[src/rtl/scaledclock_pkg.sv]
// scaledclock_pkg: receiver state encoding and default sizing constants.
package scaledclock_pkg;
  typedef enum logic [1:0] {IDLE, ACQUIRE, LOCKED, LOST} rx_state_t;
  localparam int DEF_CNT_W   = 28;
  localparam int DEF_TIMEOUT = 200_000_000;
endpackage

[src/rtl/sync_edge_detect.sv]
// sync_edge_detect: synchronizer, optional 3-cycle stability filter (GLITCH_FILTER_EN), rising-edge pulse.
module sync_edge_detect #(
  parameter int SYNC_STAGES = 2
) (
  input  logic clock,
  input  logic reset,
  input  logic async_level,
  output logic rise
);
  logic [SYNC_STAGES-1:0] sync;
  logic level;
  logic prev;
  always_ff @(posedge clock or posedge reset)
    if (reset) sync <= '0;
    else sync <= {sync[SYNC_STAGES-2:0], async_level};
`ifdef GLITCH_FILTER_EN
  logic [1:0] run;
  logic filt;
  // filt follows the synchronized level only after it has differed for 3 samples
  always_ff @(posedge clock or posedge reset)
    if (reset) begin
      run  <= '0;
      filt <= 1'b0;
    end else if (sync[SYNC_STAGES-1] == filt) run <= '0;
    else if (run == 2'd2) begin
      filt <= sync[SYNC_STAGES-1];
      run  <= '0;
    end else run <= run + 2'd1;
  assign level = filt;
`else
  assign level = sync[SYNC_STAGES-1];
`endif
  always_ff @(posedge clock or posedge reset)
    if (reset) prev <= 1'b0;
    else prev <= level;
  assign rise = level & ~prev;
endmodule

[src/rtl/scaled_tick_receiver.sv]
// scaled_tick_receiver: turns an async scaled clock into one-cycle ticks, measures its period, flags loss.
module scaled_tick_receiver
  import scaledclock_pkg::*;
#(
  parameter int SYNC_STAGES = 2,
  parameter int CNT_W       = DEF_CNT_W,
  parameter int TIMEOUT     = DEF_TIMEOUT
) (
  input  logic             clock,
  input  logic             reset,
  input  logic             enable,
  input  logic             scaled_in,
  output logic             tick,
  output logic [CNT_W-1:0] period,
  output logic             period_valid,
  output logic             lost
);
  localparam logic [CNT_W-1:0] TO_LAST = CNT_W'(TIMEOUT - 1);
  localparam logic [CNT_W-1:0] CNT_MAX = '1;
  rx_state_t state, state_d;
  logic [CNT_W-1:0] cnt, cnt_d, cnt_inc, period_d;
  logic rise, tick_d, pv_d, lost_d, timed_out;
  sync_edge_detect #(.SYNC_STAGES(SYNC_STAGES)) u_sync (
    .clock(clock),
    .reset(reset),
    .async_level(scaled_in),
    .rise(rise)
  );
  assign cnt_inc   = (cnt == CNT_MAX) ? cnt : cnt + CNT_W'(1);
  assign timed_out = (cnt == TO_LAST);
  always_ff @(posedge clock or posedge reset)
    if (reset) begin
      state        <= IDLE;
      cnt          <= '0;
      tick         <= 1'b0;
      period       <= '0;
      period_valid <= 1'b0;
      lost         <= 1'b0;
    end else begin
      state        <= state_d;
      cnt          <= cnt_d;
      tick         <= tick_d;
      period       <= period_d;
      period_valid <= pv_d;
      lost         <= lost_d;
    end
  always_comb begin
    state_d = state;
    if (!enable) state_d = IDLE;
    else
      case (state)
        IDLE:    state_d = ACQUIRE;
        ACQUIRE: state_d = rise ? LOCKED : ACQUIRE;
        LOCKED:  state_d = (!rise && timed_out) ? LOST : LOCKED;
        LOST:    state_d = rise ? LOCKED : LOST;
      endcase
  end
  // an edge on the timeout cycle is taken as a measurement, not a loss
  always_comb begin
    cnt_d    = '0;
    tick_d   = 1'b0;
    period_d = period;
    pv_d     = period_valid;
    lost_d   = lost;
    if (!enable) begin
      pv_d   = 1'b0;
      lost_d = 1'b0;
    end else
      case (state)
        IDLE: begin
          pv_d   = 1'b0;
          lost_d = 1'b0;
        end
        ACQUIRE: tick_d = rise;
        LOCKED:
          if (rise) begin
            tick_d   = 1'b1;
            period_d = cnt_inc;
            pv_d     = 1'b1;
          end else if (timed_out) begin
            lost_d = 1'b1;
            pv_d   = 1'b0;
          end else cnt_d = cnt_inc;
        LOST:
          if (rise) begin
            tick_d = 1'b1;
            lost_d = 1'b0;
          end
      endcase
  end
endmodule

[config.mk]
export PLATFORM = sky130hd
export DESIGN_NAME = scaled_tick_receiver
export DESIGN_NICKNAME = d
export VERILOG_FILES = /design/src/rtl/scaledclock_pkg.sv /design/src/rtl/sync_edge_detect.sv /design/src/rtl/scaled_tick_receiver.sv
export SDC_FILE = /design/constraint.sdc
export NUM_CORES = 1
export LEC_CHECK = 0
export ABC_CLOCK_PERIOD_IN_PS = 2500
export CORE_MARGIN = 4
export CORE_UTILIZATION = 56
export CTS_CLUSTER_SIZE = 25
export DETAILED_ROUTE_END_ITERATION = 10
export PLACE_DENSITY = 0.91
export SYNTH_ARGS = -nofsm -noshare
export SYNTH_HDL_FRONTEND = slang
export SYNTH_HIERARCHICAL = 1
export SYNTH_SLANG_ARGS = --single-unit
[constraint.sdc]
create_clock -name clock -period 2.5 [get_ports clock]
set_clock_uncertainty 0.05 [all_clocks]
set_input_delay 0.625 -clock clock [delete_from_list [all_inputs] [get_ports clock]]
set_output_delay 0.625 -clock clock [all_outputs]
set_load 0.005 [all_outputs]
# After elaboration in Yosys (flattened, before gate mapping)
# Index checks and enable logic that the tools add are counted.
# op_classes
n_reduce_logical	7
n_addsub	1
n_eq_ne	11
n_mux	22
bitwise	2
# op_table
operator	count
28-bit two-way mux	5
28-bit == test (second input constant)	2
28-bit by 1-bit adder with 28-bit output (second input constant)	1
1-bit two-way mux	11
3-bit != test (second input constant)	3
2-bit case mux with 4 select lines	1
2-bit == test (second input constant)	2
2-bit two-way mux	2
4-bit by 1-bit != test with 1-bit output (second input constant)	1
4-bit != test (second input constant)	1
1-bit case mux with 2 select lines	2
4-bit AND reduction	1
3-bit by 1-bit != test with 1-bit output (second input constant)	1
1-bit case mux with 3 select lines	1
3-bit AND reduction	1
2-bit by 1-bit == test with 1-bit output (second input constant)	1
2-bit zero test	1
2-bit AND reduction	1
2-bit OR reduction	1
1-bit AND	1
1-bit logical AND	1
1-bit zero test	1
1-bit NOT	1
# totals
wordCells	51
input_bits	4
regBits	64
output_inout_bits	31

# Depth between registers and ports, before layout
# logic_depth
depth_word	7
depth_mapped	7
depth_no_buf	6

# By module
# The synthesis kept the hierarchy.
# by_module_without_submodules
module	instances	seq_area_each_um2	area_per_inst_um2	cells_per_inst
scaled_tick_receiver	1	1526.5	2960.3	306
sync_edge_detect	1	75.1	92.6	5

# Worst setup path before layout
# No wires, ideal clock.
# synth_path
kind	flip-flop to flip-flop
start	register cnt[18]
end	register period[10]
stages_incl_launch_ff	7
n_path_buf	1
t_arrival_ps	1609
required_ps	2320
period_less_slack_ps	1789
slack_ps	711
setup_ps	130
cell_sequence	dfrtp_1 -> nand3_4 -> or4_4 -> buf_6 -> o211ai_2 -> xor2_1 -> o21ai_1
# synth_between
elab_chain_len	2
# synth_lines
element	line_no	source
from (decl)	scaled_tick_receiver.sv:21	logic [CNT_W-1:0] cnt, cnt_d, cnt_inc, period_d;
from (signal assigned)	scaled_tick_receiver.sv:41	cnt <= cnt_d;
28-bit == test	scaled_tick_receiver.sv:29	assign cnt_inc = (cnt == CNT_MAX) ? cnt : cnt + CNT_W'(1);
28-bit two-way mux	scaled_tick_receiver.sv:29	
to (signal assigned)	scaled_tick_receiver.sv:43	period <= period_d;
to (decl)	scaled_tick_receiver.sv:14	output logic [CNT_W-1:0] period,
# No other way between the ends.
# A chain may end at the register's enable or synchronous reset.

# Worst setup path after layout
# layout_path
start	input enable
end	register period[11]
# layout_between
elab_chain_len	1
# layout_lines
element	line_no	source
from (decl)	scaled_tick_receiver.sv:11	input logic enable,
3-bit AND reduction (no source line)	--	
# No other way between the ends.

==> impl_metrics.tcl <==
set metrics [dict create \
    drc 0 \
    ir_worst_vdd_mv 0.368 \
    final_cell_mix "64 x dfrtp_1, 43 x nand2_1, 35 x nor2_1" \
    arrival_ns 2.23 \
    tightest_slew_ns 0.821 \
    nets 354 \
    finalSetupViolCount 0 \
    num_rows 26 \
    cp_slowest_stage_delay_ns 0.68 \
    cts_tree "done" \
    critPathSlowestCell "or2_2" \
    grt_pass1_wl_um 11400 \
    grt-ovfl-total 0 \
    drt_iter0_drc 142 \
    clk_pin_slew_ns 0.07 \
    postSynthCellCount 311 \
    worstHoldPathCells 0 \
    cts_setup_buffers 0 \
    postRouteAntennaNets 0 \
    grt_antenna_before_repair 0 \
    cts-root-buf "clkbuf_8" \
    synthArstFlopShare 1.00 \
    synth_seq_cells 64 \
    reg2reg_depth 5 \
    die_w_um 81.8 \
    dp_hpwl_um 4570 \
    use_met1 0.292 \
    synth.yosys.seq_area_share 0.525 \
    place.gp.congestion 0.881 \
    grt_util_met2 0.361 \
    hold_ws_ns 0.304 \
    vias_per_cell 5.60 \
    setup_tns_ns 0 \
    synth_nets 316 \
    die_h_um 81.8 \
    finalInstanceArea_um2 3670 \
    synth.distinct_cells 47 \
    cp-end-kind "register" \
    hp-class "register to register" \
    synth_edf_count 0 \
    grt.met3_usage 0.0482 \
    cp_cell_sequence "clkdlybuf4s50_1, nand2_1, or2_2, o21ai_0" \
    clk_latency_ns 0.34 \
    wirelength_um 6470 \
    drive_gt1_frac 0.105 \
    drv_cap 0 \
    start_util 0.587 \
    num_vias 2369 \
    path_class "input pin to register" \
    postLayoutCoreUtil 0.705 \
    drt_pass1_iterations 4 \
    grt_max_degree 62 \
    period_needed_ns 2.12 \
    power_mw 2.01 \
    rsz0062_at_grt "no" \
    finalMaxSlewViolations 0 \
    power_density_nw_per_um2 548 \
    hold_viol 0 \
    grt_pass1_vias 2440 \
    track_usage 0.224 \
    cts_sinks 64 \
    gr-max-usage-layer "met2" \
    syn_area_per_cell_um2 9.82 \
    final_common_cell "dfrtp_1" \
    leakage_nw 1.49 \
    hold_buffers 0 \
    cp-start-kind "input pin" \
    numCtsBuffers 9 \
    yosysWarnings 6 \
    cp_max_fo 53 \
    core_area_um2 5200 \
    num_antenna_cells 0 \
    cts_resized 0 \
    cts_buffer_depth 2 \
    synth_area_um2 3050 \
    nFillCells 417 \
    ctsHtreeMaxLevel 3 \
    dieArea_um2 6700 \
    placed_area_um2 3480 \
    fmax_mhz 473 \
    max_slew_margin 0.453 \
    pin_count 35 \
    synth_ff_type "dfrtp_1" \
    area_growth_pct 20.1 \
    post_drt_wl_per_cell_um 15.3 \
    fin_crit_sh 0.846 \
    seqCellArea_um2 1600 \
    outcome "finished, final reports clean" \
    required_ns 2.62 \
    multiInputGateArea_um2 1360 \
    port_buffers 34 \
]
synthesized netlist by cell type (7+ instances only):
cell      number  area [um2]
dfrtp_1       64        1600
xnor2_1       16         140
a21oi_1       11        55.1
and3_1         7        43.8
nor2_1        35         131
nand3_1        7        35.0
nor3_1         7        35.0
nand2_1       43         161
o21ai_0       15        75.1
clkbuf_1       9        33.8
o21ai_1       15        75.1
nand4_1       14        87.6
area by class of cell:
class	instances	share of cell area
inverter	4	0.00409
tap	70	0.0239
timing repair buffer	42	0.113
multi-input combinational	228	0.372
clock inverter	4	0.0123
clock buffer	11	0.0386
sequential	64	0.437
per-stage QoR:
step,std cells,setup WS (ns)
final,423,0.385
after global routing,423,0.203
after CTS,423,0.384
after detailed placement,408,0.0205
after global placement,408,0.187
after floorplan,311,0.312
routing by layer:
| layer | routed length (um) | share of wire | up-vias |
|---|---|---|---|
| li1 | - | - | 1167 |
| met1 | 2880 | 0.45 | 1136 |
| met2 | 3160 | 0.49 | 53 |
| met3 | 290 | 0.045 | 13 |
| met4 | 138 | 0.021 | 0 |
| met5 | 0 | 0 | - |
power by group:
part	total [mW]	switching, mW	internal (mW)
clock network	0.857	0.380	0.477
logic	0.0856	0.0432	0.0424
registers	1.07	0.0118	1.05
cells by family after synthesis:
kind of cell	count (synthesis)	synth area share
xor+xnor	21	0.0602
mux	4	0.0131
simple gates	149	0.268
fa+ha+maj	1	0.00410
compound gates	53	0.101
flops	64	0.525
buf+inv	19	0.0287
registers in the layout (all words and copies together) (netlist names):
| name | cells |
|---|---|
| lost | 1 |
| period | 28 |
| period_valid | 1 |
| u_sync/sync | 2 |
| u_sync/prev | 1 |
| tick | 1 |
| state | 2 |
| cnt | 28 |
critical path, delay by kind of cell:
family / cells / cell delay (ns)
buffers and inverters: 1 / 0.50
and+or+nand+nor: 2 / 0.84
AOI/OAI and AO/OA: 1 / 0.26
final timing paths:
kind                                startpoint  slack, ns             end
worst max-delay path                    enable       0.38      period[11]
worst min-delay path            u_sync/sync[0]       0.30  u_sync/sync[1]
worst max register to register         cnt[10]       0.41      period[27]
worst min register to register  u_sync/sync[0]       0.30  u_sync/sync[1]
max in group asynchronous                reset       1.49         cnt[13]
min in group asynchronous                reset       0.45  u_sync/sync[0]
No activity file was read; power rests on OpenSTA's default activity.
